===== config.mk =====
export PLATFORM = sky130hd
export DESIGN_NAME = lsu_access_ctrl_flat
export DESIGN_NICKNAME = d
export VERILOG_FILES = /design/src/rtl/lsu_access_ctrl_if.sv /design/src/rtl/lsu_access_ctrl.sv /design/src/flat_wrapper.sv
export SDC_FILE = /design/constraint.sdc
export NUM_CORES = 1
export LEC_CHECK = 0
export CORE_AREA = 3 3 116 118
export DETAILED_ROUTE_END_ITERATION = 8
export DIE_AREA = 0 0 119 121
export PLACE_DENSITY = 0.78
export SLEW_MARGIN = 20
export SYNTH_ARGS = -nofsm -noshare
export SYNTH_HDL_FRONTEND = slang
export SYNTH_SLANG_ARGS = --single-unit

===== constraint.sdc =====
create_clock -name i_clk -period 3.5 [get_ports i_clk]
set_input_delay 0.7 -clock i_clk [delete_from_list [all_inputs] [get_ports i_clk]]
set_output_delay 0.7 -clock i_clk [all_outputs]
set_load 0.01 [all_outputs]

===== src/rtl/lsu_access_ctrl_if.sv =====
// Pipeline request/response, SRAM and peripheral signals of the LSU access sequencer.
// The slave modport is the sequencer's view; master is the surrounding pipeline/device side.
interface lsu_access_ctrl_if #(
  parameter int SRAM_AW = 13
);
  logic               i_req;
  logic               i_we;
  logic [31:0]        i_addr;
  logic [31:0]        i_wdata;
  logic [3:0]         i_bmask;
  logic               o_ready;
  logic               o_done;
  logic               o_err;
  logic [31:0]        o_ld_data;
  logic               o_sram_req;
  logic               o_sram_we;
  logic [SRAM_AW-1:0] o_sram_addr;
  logic [31:0]        o_sram_wdata;
  logic [3:0]         o_sram_bmask;
  logic               i_sram_ack;
  logic [31:0]        i_sram_rdata;
  logic               o_op_we;
  logic [5:0]         o_per_addr;
  logic [31:0]        o_op_wdata;
  logic [3:0]         o_op_bmask;
  logic [31:0]        i_op_rdata;
  logic [31:0]        i_ip_rdata;

  modport slave (
    input  i_req, i_we, i_addr, i_wdata, i_bmask, i_sram_ack, i_sram_rdata,
           i_op_rdata, i_ip_rdata,
    output o_ready, o_done, o_err, o_ld_data, o_sram_req, o_sram_we, o_sram_addr,
           o_sram_wdata, o_sram_bmask, o_op_we, o_per_addr, o_op_wdata, o_op_bmask
  );

  modport master (
    output i_req, i_we, i_addr, i_wdata, i_bmask, i_sram_ack, i_sram_rdata,
           i_op_rdata, i_ip_rdata,
    input  o_ready, o_done, o_err, o_ld_data, o_sram_req, o_sram_we, o_sram_addr,
           o_sram_wdata, o_sram_bmask, o_op_we, o_per_addr, o_op_wdata, o_op_bmask
  );
endinterface


===== src/rtl/lsu_access_ctrl.sv =====
// LSU data-side sequencer: decodes one load/store into IP, OP or SRAM and returns a registered
// load word with a done pulse; unmapped, IP-store and SRAM-timeout accesses complete with err.
module lsu_access_ctrl #(
  parameter int TIMEOUT = 16,
  parameter int SRAM_AW = 13
) (
  input  logic              i_clk,
  input  logic              i_rst,
  lsu_access_ctrl_if.slave  bus
);
  localparam int CW = $clog2(TIMEOUT + 1);
  localparam logic [CW-1:0] TO_VAL = CW'(TIMEOUT);

  typedef enum logic [1:0] {IDLE, PERIPH, SRAM_WAIT, RESP} state_t;
  typedef enum logic [1:0] {RG_IP, RG_OP, RG_SRAM, RG_NONE} region_t;

  state_t             state_q, state_d;
  region_t            region_q, region_d, dec;
  logic               we_q, we_d;
  logic [SRAM_AW-1:0] addr_q, addr_d;
  logic [31:0]        wdata_q, wdata_d;
  logic [3:0]         bmask_q, bmask_d;
  logic [31:0]        data_q, data_d;
  logic               err_q, err_d;
  logic [CW-1:0]      cnt_q, cnt_d;

  // Upper address bits take no part in region decode.
  logic unused_addr_hi;
  assign unused_addr_hi = ^bus.i_addr[31:16];

  always_comb begin
    dec = RG_NONE;
    if (bus.i_addr[15:6] == 10'h1E0)      dec = RG_IP;
    else if (bus.i_addr[15:6] == 10'h1C0) dec = RG_OP;
    else if (bus.i_addr[15:13] == 3'b001) dec = RG_SRAM;
  end

  always_comb begin
    state_d  = state_q;
    region_d = region_q;
    we_d     = we_q;
    addr_d   = addr_q;
    wdata_d  = wdata_q;
    bmask_d  = bmask_q;
    data_d   = data_q;
    err_d    = err_q;
    cnt_d    = cnt_q;
    case (state_q)
      IDLE: begin
        if (bus.i_req) begin
          we_d     = bus.i_we;
          addr_d   = bus.i_addr[SRAM_AW-1:0];
          wdata_d  = bus.i_wdata;
          bmask_d  = bus.i_bmask;
          region_d = dec;
          cnt_d    = '0;
          data_d   = '0;
          err_d    = 1'b0;
          case (dec)
            RG_SRAM: state_d = SRAM_WAIT;
            RG_OP:   state_d = PERIPH;
            RG_IP: begin
              if (bus.i_we) begin
                err_d   = 1'b1;
                state_d = RESP;
              end else begin
                state_d = PERIPH;
              end
            end
            default: begin
              err_d   = 1'b1;
              state_d = RESP;
            end
          endcase
        end
      end
      PERIPH: begin
        if (!we_q) data_d = (region_q == RG_IP) ? bus.i_ip_rdata : bus.i_op_rdata;
        state_d = RESP;
      end
      SRAM_WAIT: begin
        // An ack arriving on the final counted cycle still wins over the timeout.
        if (bus.i_sram_ack) begin
          if (!we_q) data_d = bus.i_sram_rdata;
          state_d = RESP;
        end else if (cnt_q == TO_VAL) begin
          err_d   = 1'b1;
          data_d  = '0;
          state_d = RESP;
        end else begin
          cnt_d = cnt_q + 1'b1;
        end
      end
      default: state_d = IDLE;
    endcase
  end

  always_ff @(posedge i_clk) begin
    if (i_rst) begin
      state_q  <= IDLE;
      region_q <= RG_NONE;
      we_q     <= 1'b0;
      addr_q   <= '0;
      wdata_q  <= '0;
      bmask_q  <= '0;
      data_q   <= '0;
      err_q    <= 1'b0;
      cnt_q    <= '0;
    end else begin
      state_q  <= state_d;
      region_q <= region_d;
      we_q     <= we_d;
      addr_q   <= addr_d;
      wdata_q  <= wdata_d;
      bmask_q  <= bmask_d;
      data_q   <= data_d;
      err_q    <= err_d;
      cnt_q    <= cnt_d;
    end
  end

  assign bus.o_ready      = (state_q == IDLE);
  assign bus.o_done       = (state_q == RESP);
  assign bus.o_err        = (state_q == RESP) && err_q;
  assign bus.o_ld_data    = data_q;
  assign bus.o_sram_req   = (state_q == SRAM_WAIT);
  assign bus.o_sram_we    = (state_q == SRAM_WAIT) && we_q;
  assign bus.o_sram_addr  = addr_q;
  assign bus.o_sram_wdata = wdata_q;
  assign bus.o_sram_bmask = bmask_q;
  assign bus.o_op_we      = (state_q == PERIPH) && we_q && (region_q == RG_OP);
  assign bus.o_per_addr   = addr_q[5:0];
  assign bus.o_op_wdata   = wdata_q;
  assign bus.o_op_bmask   = bmask_q;
endmodule


===== src/flat_wrapper.sv =====
// flat-port wrapper written by rule: the top's interface ports become plain ports
module lsu_access_ctrl_flat 
#(
  parameter int TIMEOUT = 16,
  parameter int SRAM_AW = 13
)
  (i_clk, i_rst, bus_i_req, bus_i_we, bus_i_addr, bus_i_wdata, bus_i_bmask, bus_i_sram_ack, bus_i_sram_rdata, bus_i_op_rdata, bus_i_ip_rdata, bus_o_ready, bus_o_done, bus_o_err, bus_o_ld_data, bus_o_sram_req, bus_o_sram_we, bus_o_sram_addr, bus_o_sram_wdata, bus_o_sram_bmask, bus_o_op_we, bus_o_per_addr, bus_o_op_wdata, bus_o_op_bmask);
  lsu_access_ctrl_if #(.SRAM_AW(SRAM_AW)) bus_i ();
  input  logic i_clk;
  input  logic i_rst;
  input wire logic [$bits(bus_i.i_req)-1:0] bus_i_req;
  input wire logic [$bits(bus_i.i_we)-1:0] bus_i_we;
  input wire logic [$bits(bus_i.i_addr)-1:0] bus_i_addr;
  input wire logic [$bits(bus_i.i_wdata)-1:0] bus_i_wdata;
  input wire logic [$bits(bus_i.i_bmask)-1:0] bus_i_bmask;
  input wire logic [$bits(bus_i.i_sram_ack)-1:0] bus_i_sram_ack;
  input wire logic [$bits(bus_i.i_sram_rdata)-1:0] bus_i_sram_rdata;
  input wire logic [$bits(bus_i.i_op_rdata)-1:0] bus_i_op_rdata;
  input wire logic [$bits(bus_i.i_ip_rdata)-1:0] bus_i_ip_rdata;
  output wire logic [$bits(bus_i.o_ready)-1:0] bus_o_ready;
  output wire logic [$bits(bus_i.o_done)-1:0] bus_o_done;
  output wire logic [$bits(bus_i.o_err)-1:0] bus_o_err;
  output wire logic [$bits(bus_i.o_ld_data)-1:0] bus_o_ld_data;
  output wire logic [$bits(bus_i.o_sram_req)-1:0] bus_o_sram_req;
  output wire logic [$bits(bus_i.o_sram_we)-1:0] bus_o_sram_we;
  output wire logic [$bits(bus_i.o_sram_addr)-1:0] bus_o_sram_addr;
  output wire logic [$bits(bus_i.o_sram_wdata)-1:0] bus_o_sram_wdata;
  output wire logic [$bits(bus_i.o_sram_bmask)-1:0] bus_o_sram_bmask;
  output wire logic [$bits(bus_i.o_op_we)-1:0] bus_o_op_we;
  output wire logic [$bits(bus_i.o_per_addr)-1:0] bus_o_per_addr;
  output wire logic [$bits(bus_i.o_op_wdata)-1:0] bus_o_op_wdata;
  output wire logic [$bits(bus_i.o_op_bmask)-1:0] bus_o_op_bmask;
  assign bus_i.i_req = bus_i_req;
  assign bus_i.i_we = bus_i_we;
  assign bus_i.i_addr = bus_i_addr;
  assign bus_i.i_wdata = bus_i_wdata;
  assign bus_i.i_bmask = bus_i_bmask;
  assign bus_i.i_sram_ack = bus_i_sram_ack;
  assign bus_i.i_sram_rdata = bus_i_sram_rdata;
  assign bus_i.i_op_rdata = bus_i_op_rdata;
  assign bus_i.i_ip_rdata = bus_i_ip_rdata;
  assign bus_o_ready = bus_i.o_ready;
  assign bus_o_done = bus_i.o_done;
  assign bus_o_err = bus_i.o_err;
  assign bus_o_ld_data = bus_i.o_ld_data;
  assign bus_o_sram_req = bus_i.o_sram_req;
  assign bus_o_sram_we = bus_i.o_sram_we;
  assign bus_o_sram_addr = bus_i.o_sram_addr;
  assign bus_o_sram_wdata = bus_i.o_sram_wdata;
  assign bus_o_sram_bmask = bus_i.o_sram_bmask;
  assign bus_o_op_we = bus_i.o_op_we;
  assign bus_o_per_addr = bus_i.o_per_addr;
  assign bus_o_op_wdata = bus_i.o_op_wdata;
  assign bus_o_op_bmask = bus_i.o_op_bmask;
  lsu_access_ctrl #(.TIMEOUT(TIMEOUT), .SRAM_AW(SRAM_AW)) u_core (.i_clk(i_clk), .i_rst(i_rst), .bus(bus_i));
endmodule

# After elaboration in Yosys (flattened, before gate mapping)
# Index checks and enable logic that the tools add are counted.
# Widths: inputs -> output; s select.
[totals] elab_cells=68 output_inout_bits=129 reg_bits=92
[op_classes] add_sub_neg=1 n_eq_ne=17 n_reduce_logical=15 mux=26
[ops] operator="$mux 32" count=6
[ops] operator="$pmux 32 s3" count=1
[ops] operator="$eq 10x9->1 const B" count=2
[ops] operator="$mux 5" count=3
[ops] operator="$mux 2" count=6
[ops] operator="$pmux 2 s3" count=2
[ops] operator="$pmux 5 s2" count=1
[ops] operator="$ne 2x2->1 const B" count=4
[ops] operator="$reduce_and 4->1" count=2
[ops] operator="$eq 2x1->1 const B" count=3
[ops] operator="$eq 2x2->1 const B" count=3
[ops] operator="$logic_not 2->1" count=3
[ops] operator="$add 5x1->5 const B" count=1
[ops] operator="$eq 5x5->1 const B" count=1
[ops] operator="$mux 1" count=5
[ops] operator="$reduce_and 5->1" count=1
[ops] operator="$logic_and 1x1->1" count=4
[ops] operator="$pmux 1 s2" count=2
[ops] operator="$reduce_and 2->1" count=2
[ops] operator="$eq 3x1->1 const B" count=1
[ops] operator="$ne 3x2->1 const B" count=1
[ops] operator="$ne 3x3->1 const B" count=1
[ops] operator="$reduce_bool 3->1" count=1
[ops] operator="$ne 2x1->1 const B" count=1
[ops] operator="other kinds (2)" count=2

# Depth between registers and ports, before layout
# Gate-level depths: netlist (run 1).
[depth] ltp_word=9 mapped_depth=8 ltp_nobuf=6

# Worst setup path before layout (run 1)
# OpenSTA, ideal clock, no wires.
[synth_path] path_kind="register to register" startpoint="reg u_core.state_q[0]" endpoint="reg u_core.data_q[21], in the netlist u_core.bus.o_ld_data[21]" t_required_ns=3.377 arrival_ns=1.658 path_stages_with_launch=9 n_path_buf=3 path_slack_ns=1.719 cell_sequence="dfxtp_1 inv_1 ha_1 buf_6 and2_1 buf_6 buf_2 a22oi_1 o2bb2ai_4"
[synth_between] elab_chain_len=3
[synth_lines] item="start, declared" line_no="lsu_access_ctrl.sv:17" source="state_t state_q, state_d;"
[synth_lines] item="start signal, assigned" line_no="lsu_access_ctrl.sv:110" source="state_q <= state_d;"
[synth_lines] item="$eq 2x2->1 (*)"
[synth_lines] item="net bus_o_sram_req" line_no="flat_wrapper.sv:24" source="output wire logic [$bits(bus_i.o_sram_req)-1:0] bus_o_sram_req;"
[synth_lines] item="$ne 3x3->1 (no line), or another cell as far along"
[synth_lines] item="$reduce_and 5->1 (no line)"
[synth_lines] item="end signal, assigned" line_no="lsu_access_ctrl.sv:116" source="data_q <= data_d;"
[synth_lines] item="end, declared" line_no="lsu_access_ctrl.sv:23" source="logic [31:0] data_q, data_d;"
# Mark *: on every way through the listed nets, which the timed path passes. The rest lies on a longest branch.
# A chain may end at the register's enable or synchronous reset.

# Worst setup path after layout (run 1)
[layout_path] startpoint="reg u_core.state_q[0]" endpoint="out bus_o_sram_we"
[layout_between] elab_chain_len=2
[layout_lines] item="$eq 2x2->1" line_no="lsu_access_ctrl.sv:127" source="assign bus.o_sram_we = (state_q == SRAM_WAIT) && we_q;"
[layout_lines] item="$logic_and 1x1->1" line_no="lsu_access_ctrl.sv:127"
[layout_lines] item="end, declared" line_no="flat_wrapper.sv:25" source="output wire logic [$bits(bus_i.o_sram_we)-1:0] bus_o_sram_we;"
# Every way passes these cells.

==> results of run 1 <==
==> where the power goes <==
group	switching, mW	internal (mW)
Combinational	0.901	0.880
Clock	0.415	0.631
Sequential	0.145	1.23
==> logic make-up after synthesis <==
family / synth area share
AND/OR/NAND/NOR: 0.138
AO/OA/AOI/OAI: 0.244
flip-flops: 0.396
buffers and inverters: 0.120
multiplexers: 0.0800
adder cells (fa/ha/maj): 0.0162
XOR/XNOR: 0.00566
==> stage by stage <==
stage / cells / total power, mW / worst slack, ns / utilization / area, sq um
2_1_floorplan: 488 / 2.46 / 1.72 / - / 4650
3_3_place_gp: 871 / 3.14 / 0.746 / 0.574 / 7210
3_5_place_dp: 871 / 3.20 / 0.683 / 0.574 / 7210
4_1_cts: 887 / 4.26 / 0.781 / 0.599 / 7530
5_1_grt: 887 / 4.44 / 0.683 / 0.599 / 7530
6_report: 887 / 4.20 / 0.791 / 0.599 / 7530
==> worst max-delay path, cell delays in order, from the launching register on <==
cell and delay (ns):
dfxtp_1 0.35, inv_1 0.09, ha_1 0.47, and2_1 0.20
clkdlybuf4s50_1 0.56
==> synth_stat cells (2+ instances only) <==
| cell | n | area, sq um |
|---|---|---|
| a21o_1 | 3 | 22.5 |
| a21oi_1 | 55 | 275 |
| a21oi_2 | 2 | 17.5 |
| a22oi_1 | 32 | 240 |
| and2_1 | 4 | 25.0 |
| buf_1 | 4 | 15.0 |
| buf_2 | 8 | 40.0 |
| buf_4 | 46 | 345 |
| buf_6 | 8 | 90.1 |
| clkbuf_1 | 12 | 45.0 |
| dfxtp_1 | 92 | 1840 |
| ha_1 | 6 | 75.1 |
| inv_1 | 6 | 22.5 |
| mux2_2 | 33 | 372 |
| nand2_1 | 108 | 405 |
| nand4_1 | 4 | 25.0 |
| nor2_1 | 8 | 30.0 |
| nor3_1 | 2 | 10.0 |
| o2bb2ai_1 | 3 | 26.3 |
| o2bb2ai_2 | 29 | 435 |
| o2bb2ai_4 | 2 | 55.1 |
| xor2_1 | 2 | 17.5 |
==> final timing paths <==
path / depth (start not counted) / from / endpoint / slack [ns]
worst min register to register: 2 / u_core.bus.o_sram_addr[7] / u_core.bus.o_sram_addr[7] / 0.46
worst min-delay path: 2 / u_core.bus.o_sram_addr[7] / u_core.bus.o_sram_addr[7] / 0.46
worst max register to register: 6 / u_core.state_q[0] / u_core.bus.o_ld_data[19] / 1.02
worst max-delay path: 4 / u_core.state_q[0] / bus_o_sram_we / 0.79
==> sequential cells by signal (all words and copies together) (netlist names) <==
name / cells
u_core.bus.o_sram_addr: 13
u_core.bus.o_op_bmask: 4
u_core.cnt_q: 5
u_core.state_q: 2
u_core.bus.o_ld_data: 32
u_core.region_q: 2
u_core.we_q: 1
u_core.bus.o_op_wdata: 32
u_core.err_q: 1
==> layout by cell type, fill, tap and decap left out, types with 2 or more instances in the layout <==
master,n
and2_2,2
clkdlybuf4s50_1,280
a21o_1,3
inv_1,6
and2_1,3
nor3_1,2
clkbuf_16,9
nor2_1,7
inv_6,2
a22oi_1,32
a21oi_1,55
dfxtp_1,92
o2bb2ai_2,29
xor2_1,2
o2bb2ai_1,3
mux2_2,33
nand2_1,107
buf_4,8
bufinv_16,2
o2bb2ai_4,2
nand4_1,4
ha_1,6
==> per-layer routing <==
layer  share of wire  track usage  vias to the layer above
li1                -            -                     2109
met1            0.36        0.213                     2043
met2            0.54        0.388                      159
met3           0.070       0.0620                       30
met4           0.028       0.0760                        0
met5               0            0                        -
==> layout make-up <==
cell class	instances	area, sq um
Sequential cell	92	1840
Clock inverter	7	98.8
Timing Repair Buffer	289	2870
Multi-Input combinational cell	312	2260
Clock buffer	9	225
Inverter	6	22.5
Tap cell	172	215
Fill cell	1088	5040
==> impl_metrics.sql, run 1 <==
INSERT INTO impl_metrics (metric_group, metric, value, unit) VALUES
('final_layout', 'area_overhead_vs_synth', '62.1', '%'),
('floorplan', 'floorplan.initialDensity', '0.370', ''),
('timing', 'finalCritPeriodShare', '0.774', ''),
('clock_tree', 'post_cts_buffers', '0', ''),
('global_route', 'grt_overflow_total', '0', ''),
('yosys', 'synth-async-reset-ratio', '0', ''),
('clock_tree', 'cts.root.buffer_cell', 'clkbuf_16', ''),
('clock_tree', 'cts.hold.buffers_added', '0', ''),
('floorplan', 'row_count', '41', ''),
('clock_tree', 'cts.sink_count', '92', ''),
('clock_tree', 'htreeDepth', '3', ''),
('global_route', 'antenna_found_initial', '0', ''),
('floorplan', 'fp.coreArea', '12600', 'sq um'),
('timing', 'layout_min_cycle_time', '2.71', 'ns'),
('critical_path', 'critical_path_class', 'reg -> out', ''),
('route', 'route.vias.total', '4341', ''),
('power_and_ir_drop', 'ir_drop', '0.325', 'mV'),
('timing', 'worst_max_slew_pin_slew', '0.743', 'ns'),
('critical_path', 'endpoint_kind', 'output port', ''),
('placement', 'detailedPlacementHpwl', '11800', 'um'),
('final_layout', 'nets', '885', ''),
('route', 'wl_per_cell', '17.0', 'um'),
('route', 'drtPass1Iterations', '4', ''),
('power_and_ir_drop', 'cellLeakagePower', '2.63', 'nW'),
('yosys', 'yosys_warnings', '0', ''),
('timing', 'final_hold_viol_count', '0', ''),
('global_route', 'groute.usage.overall', '0.205', ''),
('floorplan', 'die_x', '119', 'um'),
('timing', 'hold_slack', '0.458', 'ns'),
('timing', 'setup_viol', '0', ''),
('placement', 'gp_congestion', '0.821', ''),
('floorplan', 'die_height', '121', 'um'),
('floorplan', 'num_io_pins', '298', ''),
('yosys', 'syn_area_per_cell', '9.52', 'sq um'),
('route', 'vias_per_cell', '4.89', ''),
('critical_path', 'critPathArrivalTime', '2.01', 'ns'),
('timing', 'drv_slew', '0', ''),
('timing', 'setup_repair_after_global_routing_missed_its_margin', 'false', ''),
('yosys', 'synth.ff_latch_count', '92', ''),
('power_and_ir_drop', 'power.density', '558', 'nW/um^2'),
('final_layout', 'drive_gt1_frac', '0.143', ''),
('placement', 'number_of_input_and_output_port_buffers_inserted', '281', ''),
('critical_path', 'worst_ep_required_time', '2.80', 'ns'),
('route', 'remaining_drc_errors', '0', ''),
('yosys', 'yosys_most_used_dff', 'dfxtp_1', ''),
('critical_path', 'critical_path_peak_fanout', '13', ''),
('clock_tree', 'insertion_delay_of_the_later_clocked_pin_in_the_worst_skew_pair', '0.34', 'ns'),
('global_route', 'vias_in_the_first_global_route', '4481', ''),
('yosys', 'netlist_instances', '488', ''),
('route', 'totalWireLength', '15100', 'um'),
('route', 'detailedRoute.firstIterationViolations', '181', ''),
('run', 'drv_cap', '0', ''),
('clock_tree', 'cts-buffers-inserted', '9', ''),
('critical_path', 'crit_path_start_kind', 'flip-flop', ''),
('timing', 'timing.slew.headroom', '0.504', ''),
('yosys', 'synthesis.nets', '663', ''),
('timing', 'max_freq', '369', 'MHz'),
('clock_tree', 'cts_max_path_bufs', '2', ''),
('timing', 'layout_skew', '0.00795', 'ns'),
('min_path', 'hold_crit_path_type', 'reg -> reg', ''),
('yosys', 'syn-cell-area', '4650', 'sq um'),
('global_route', 'grt_first_pass_wirelength', '23800', 'um'),
('floorplan', 'floorplan.die_area', '14400', 'sq um'),
('clock_tree', 'clk_pin_slew_worst_paths', '0.07', 'ns'),
('yosys', 'ys_seq_area_frac', '0.396', ''),
('timing', 'finalSetupTns', '0', 'ns'),
('final_layout', 'antenna_cells', '0', ''),
('status', 'run_status', 'completed', ''),
('clock_tree', 'cts-resized-gates', '0', ''),
('yosys', 'post_synth_num_cell_types', '41', ''),
('route', 'drtAntennaViolNets', '0', ''),
('global_route', 'largest_net_degree_at_the_start_of_global_routing', '60', ''),
('yosys', 'synth-edff-count', '0', ''),
('clock_tree', 'tritoncts_clock_tree', 'yes', '');
Note: power is estimated with default switching activity, not from simulation.
==> run 2: changes to the inputs <==
CORE_AREA = not set   (was 3 3 116 118)
CORE_MARGIN = 3   (was not set)
CORE_UTILIZATION = 33   (was not set)
DIE_AREA = not set   (was 0 0 119 121)
PLACE_DENSITY = 0.74   (was 0.78)
clock period = 2.3 ns   (was 3.5 ns; I/O delays follow)
==> run 2 against run 1 <==
Against the previous run:
- global-route usage shrank 2.2 points
- cell area grew 0.68%
- via count shrank 0.65%
- sequential share of layout area shrank 0.17 points
- clock-buffer cell count is the same
- non-clock buffer count grew 2
- wire length shrank 3.6%
- register-to-register slack lost 0.65 ns
- critical endpoint unchanged
==> impl_metrics.sql, run 2 (synthesis results as in run 1) <==
INSERT INTO impl_metrics (metric_group, metric, value, unit) VALUES
('status', 'run_status', 'completed', ''),
('floorplan', 'die_x', '125', 'um'),
('final_layout', 'utilization_of_the_core_after_routing', '0.562', ''),
('min_path', 'hold_depth', '2', ''),
('global_route', 'antenna_found_initial', '0', ''),
('placement', 'dp_slack', '0.216', 'ns'),
('timing', 'final_critical_path_setup_slack', '0.109', 'ns'),
('final_layout', 'nFillCells', '1165', ''),
('route', 'totalWireLength', '14600', 'um'),
('power_and_ir_drop', 'power.density', '838', 'nW/um^2'),
('route', 'remaining_drc_errors', '0', ''),
('clock_tree', 'tritoncts_clock_tree', 'yes', ''),
('power_and_ir_drop', 'clock_power_share', '0.233', ''),
('floorplan', 'fp.coreArea', '13500', 'sq um'),
('clock_tree', 'clk_pin_slew_worst_paths', '0.07', 'ns'),
('timing', 'hold_slack', '0.454', 'ns'),
('placement', 'placed_area', '7280', 'sq um'),
('timing', 'final_hold_viol_count', '0', ''),
('global_route', 'groute.usage.overall', '0.183', ''),
('power_and_ir_drop', 'cellLeakagePower', '2.66', 'nW'),
('floorplan', 'floorplan.die_area', '15500', 'sq um'),
('clock_tree', 'insertion_delay_of_the_later_clocked_pin_in_the_worst_skew_pair', '0.34', 'ns'),
('route', 'wl_per_cell', '16.3', 'um'),
('global_route', 'largest_net_degree_at_the_start_of_global_routing', '52', ''),
('final_layout', 'antenna_cells', '0', ''),
('power_and_ir_drop', 'internal_power_component', '4.13', 'mW'),
('timing', 'layout_skew', '0.00860', 'ns'),
('power_and_ir_drop', 'power.net_switching', '2.23', 'mW'),
('route', 'drtAntennaViolNets', '0', ''),
('timing', 'worst_max_slew_pin_slew', '0.498', 'ns'),
('critical_path', 'critical_path_peak_fanout', '4', ''),
('timing', 'finalCritPeriodShare', '0.952', ''),
('clock_tree', 'cts.hold.buffers_added', '0', ''),
('clock_tree', 'cts.root.buffer_cell', 'clkbuf_16', ''),
('critical_path', 'endpoint_kind', 'output port', ''),
('critical_path', 'critPathArrivalTime', '1.73', 'ns'),
('floorplan', 'row_count', '42', ''),
('placement', 'gp_congestion', '0.859', ''),
('clock_tree', 'post_cts_buffers', '0', ''),
('power_and_ir_drop', 'power.share.switching', '0.350', ''),
('timing', 'setup_viol', '0', ''),
('route', 'drtPass1Iterations', '4', ''),
('floorplan', 'die_height', '125', 'um'),
('final_layout', 'area_overhead_vs_synth', '63.2', '%'),
('timing', 'timing.slew.headroom', '0.668', ''),
('timing', 'finalSetupTns', '0', 'ns'),
('global_route', 'grt_first_pass_wirelength', '23300', 'um'),
('critical_path', 'crit_path_start_kind', 'flip-flop', ''),
('critical_path', 'worst_ep_required_time', '1.84', 'ns'),
('final_layout', 'final_cell_mix', 'clkdlybuf4s50_1, nand2_1, dfxtp_1, a21oi_1, mux2_2', ''),
('timing', 'max_freq', '456', 'MHz'),
('power_and_ir_drop', 'combPwrFrac', '0.439', ''),
('clock_tree', 'cts-buffers-inserted', '9', ''),
('clock_tree', 'cts.sink_count', '92', ''),
('final_layout', 'layout_commonest_cell', 'clkdlybuf4s50_1', ''),
('critical_path', 'critical_path_class', 'reg -> out', ''),
('power_and_ir_drop', 'ir_drop', '0.546', 'mV'),
('power_and_ir_drop', 'power.total', '6.36', 'mW'),
('route', 'route.vias.total', '4313', ''),
('floorplan', 'floorplan.initialDensity', '0.344', ''),
('clock_tree', 'cts_max_path_bufs', '2', ''),
('timing', 'layout_min_cycle_time', '2.19', 'ns'),
('floorplan', 'num_io_pins', '298', ''),
('clock_tree', 'htreeDepth', '3', ''),
('final_layout', 'fin_area', '7580', 'sq um'),
('global_route', 'grt_overflow_total', '0', ''),
('final_layout', 'drive_gt1_frac', '0.146', ''),
('placement', 'number_of_input_and_output_port_buffers_inserted', '281', ''),
('power_and_ir_drop', 'sequentialPowerShare', '0.329', ''),
('timing', 'setup_repair_after_global_routing_missed_its_margin', 'false', ''),
('global_route', 'vias_in_the_first_global_route', '4473', ''),
('placement', 'detailedPlacementHpwl', '11200', 'um'),
('route', 'detailedRoute.firstIterationViolations', '254', ''),
('min_path', 'hold_crit_path_type', 'reg -> reg', ''),
('critical_path', 'r2r.worst_path.cells', '8', ''),
('placement', 'place.detailed.instances', '877', ''),
('final_layout', 'finish.cell_count_without_fillers', '893', ''),
('timing', 'drv_slew', '0', ''),
('run', 'drv_cap', '0', ''),
('final_layout', 'nets', '887', ''),
('route', 'vias_per_cell', '4.83', '');
## run 2: cell types whose count changed in the layout (fill, tap and decap cells not counted), sizes merged
cell           before  now
inv                 8    7
buf                 9   11
dlymetal6s2s        0    1
bufinv              2    1
clkinvlp            1    3
clkdlybuf4s50     280  279
## run 2: path summary, 6_finish.rpt
kind | start | endpoint | slack, ns
max | u_core.state_q[0] | bus_o_sram_we | 0.11
min | u_core.bus.o_sram_addr[12] | u_core.bus.o_sram_addr[12] | 0.45
max reg2reg | u_core.state_q[0] | u_core.bus.o_ld_data[29] | 0.37
min reg2reg | u_core.bus.o_sram_addr[12] | u_core.bus.o_sram_addr[12] | 0.45
## run 2: area by class of cell
cell class,count,area (sq um),share of cell area
Multi-Input combinational cell,312,2260,0.298
Clock inverter,7,75.1,0.00990
Sequential cell,92,1840,0.243
Timing Repair Buffer,291,2940,0.387
Inverter,6,22.5,0.00297
Clock buffer,9,225,0.0297
Tap cell,176,220,0.0290
## run 2: power groups by stage
stage | combinational [mW] | clock [mW] | sequential, mW
2_1_floorplan | 1.55 | 0 | 2.20
3_3_place_gp | 2.75 | 0 | 2.11
3_5_place_dp | 2.81 | 0 | 2.12
4_1_cts | 2.82 | 1.52 | 2.09
5_1_grt | 2.99 | 1.59 | 2.13
6_report | 2.79 | 1.48 | 2.09
## run 2: per-layer routing
| metal | part of all wire | routed length, um | GRT usage | vias to the layer above |
|---|---|---|---|---|
| met5 | 0 | 0 | 0 | - |
| met4 | 0.017 | 241 | 0.0548 | 0 |
| met3 | 0.061 | 893 | 0.0450 | 16 |
| met2 | 0.54 | 7880 | 0.343 | 154 |
| met1 | 0.38 | 5550 | 0.203 | 2029 |
| li1 | - | - | - | 2114 |
## run 2: what timing repair did
action | in CTS | in global routing
endpoints found under the setup margin | 0 | 2
gates resized for setup | 0 | 2
hold endpoints to repair | 0 | 0
## run 2: critical path, cell delays in order (launching register included)
cell	delay, ns
dfxtp_1	0.39
inv_1	0.09
ha_1	0.23
and2_1	0.19
clkdlybuf4s50_1	0.49
==> RTL edit, RTL diff (flow settings as in run 2) <==
Make the reset (`i_rst`) asynchronous in one clocked block.
--- a/src/rtl/lsu_access_ctrl.sv
+++ b/src/rtl/lsu_access_ctrl.sv
@@ -95,7 +95,7 @@
     endcase
   end
 
-  always_ff @(posedge i_clk) begin
+  always_ff @(posedge i_clk or posedge i_rst) begin
     if (i_rst) begin
       state_q  <= IDLE;
       region_q <= RG_NONE;
Check against the original RTL: differs if i_rst is asserted again (counterexample within 4 cycles, from zero or initial values and one cycle with i_rst high); with i_rst held inactive, the same outputs for 10 cycles.
==> RTL edit against run 2 <==
  * Register-to-register slack got worse by 80 ps
  * Worst setup slack got worse by 75 ps
  * Die area increased by 0.71%
  * Routed wire length decreased by 2.3%
  * Utilization increased by 1.0 points
  * Critical endpoint unchanged
  * Critical path type unchanged
  * Synthesized area increased by 0.75%
  * Fmax decreased by 3.3%
  * Synthesized cell count decreased by 9.0%
  * Sequential cell count unchanged
  * Combinational power increased by 93%
  * Power increased by 53%
  * Design area increased by 2.2%
  * Global-route usage decreased by 0.53 points
==> RTL edit: results <==
set metrics [dict create \
    grt_max_degree 65 \
    insertion_delay_ps 340 \
    grt_use_total_pct 17.78 \
    port_buffers 281 \
    synth.area.top_cells "dfrtp_1 48%, mux2_2 12%, nand3_1 11%, buf_4 6.7%, a22o_1 6.2%" \
    layout_worst_path_cycle_share_pct 98.49 \
    synth_cell_type_count 37 \
    final_cells 855 \
    path_max_fanout 7 \
    clock_skew_ps 8.977 \
    antenna_found_initial 0 \
    synth_seq_area_share_pct 49.23 \
    vias 4189 \
    min_path_type "flop to flop" \
    slowest_stage "clkdlybuf4s50_1" \
    cts_buffer_depth 2 \
    worst_pin_slew_ps 660.0 \
    root_buffer "clkbuf_16" \
    yosysWarnings 0 \
    grt_pass1_vias 4447 \
    yosys-top-cells-count "100 x nand3_1, 90 x dfrtp_1, 50 x mux2_2" \
    clk_pin_slew_worst_paths_ps 70 \
    total_leakage_power_uw 0.003261 \
    dp_hpwl_mm 10.75 \
    crit_path_start "u_core.state_q[0]" \
    grt_pass1_wl_mm 22.72 \
    pre_cts_slack_ps 126.5 \
    drt_iter0_markers 179 \
    synth.avg_cell_area_um2 10.55 \
    cts_setup_buffers 0 \
    crit_path_end "bus_o_sram_we" \
    rr_endpoint "u_core.bus.o_ld_data[1]" \
    arrival_ps 1810 \
    drive_gt1_share_pct 13.25 \
    r2r_setup_slack_ps 290 \
    place_congestion 0.9534 \
    irDropWorstVdd_mv 0.8399 \
    r2r_cells 7 \
    nFillCells 1133 \
    cts_max_level 3 \
    cts-buffers-inserted 9 \
    diodes 0 \
    max_stage_delay_ps 560 \
    first_pass_iters 4 \
    placed_cells 839 \
    synthArstFlopShare_pct 100.0 \
    final_nets 849 \
    status "completed" \
    drt-total-wl_mm 14.23 \
    syn-num-nets 619 \
]
## RTL edit: critical path, delay by kind of cell (launching register included)
family	cells	cell delay [ps]
AND/OR/NAND/NOR	1	140
flip-flops	1	420
buffers and inverters	2	660
adder cells (fa/ha/maj)	1	250
## RTL edit: cell families (layout without fill, tap and decap cells)
group	count (synthesis)	in the layout	share of synthesized area, %
fa+ha+maj	6	6	1.603
xor+xnor	3	3	0.5613
mux	51	51	12.24
compound gates	50	50	8.899
buf+inv	83	318	10.64
simple gates	159	159	16.84
flops	92	92	49.23
## RTL edit: where the power goes
group          total, uW  switching [uW]  internal [uW]
Clock               1620             626            993
Sequential          2720             468           2260
Combinational       5390            2420           2970
Total               9730            3520           6220
## RTL edit: what timing repair did
item / in CTS / in global routing
cloned: 0 / 0
gates resized for setup: 1 / 3
setup endpoints to repair: 2 / 5
hold buffers: 0 / 0
## RTL edit: worst min path at each step
stage               slack (ps)                startpoint  cells after the start                        to
floorplan                  470        u_core.region_q[0]                      2        u_core.region_q[0]
global placement           490  u_core.bus.o_ld_data[21]                      1  u_core.bus.o_ld_data[21]
detailed placement         480  u_core.bus.o_ld_data[21]                      1  u_core.bus.o_ld_data[21]
CTS                        500  u_core.bus.o_ld_data[21]                      1  u_core.bus.o_ld_data[21]
global route               530  u_core.bus.o_ld_data[21]                      1  u_core.bus.o_ld_data[21]
finish                     500        u_core.region_q[1]                      2        u_core.region_q[1]
## RTL edit: layout make-up
class / count / area [um2] / area share (%)
Timing Repair Buffer: 293 / 2958 / 38.15
Sequential cell: 92 / 2305 / 29.72
Multi-Input combinational cell: 269 / 1901 / 24.51
Clock buffer: 10 / 239.0 / 3.082
Tap cell: 176 / 220.2 / 2.840
Clock inverter: 6 / 93.84 / 1.210
Inverter: 9 / 37.54 / 0.4841
## RTL edit: per-layer routing
layer | global-route usage [%] | routed length, um | vias to the layer above
li1 | - | - | 1991
met1 | 20.06 | 5562 | 1975
met2 | 30.88 | 7076 | 207
met3 | 7.548 | 1362 | 16
met4 | 4.974 | 225 | 0
met5 | 0 | 0 | -
## RTL edit: stage by stage
step                      area [um2]  utilization [%]  setup TNS (ps)
final                           7754            57.19               0
after global routing            7754            57.19          -71.77
after CTS                       7746            57.13               0
after detailed placement        7411            54.66               0
after global placement          7411            54.66               0
after floorplan                 4686                -               0
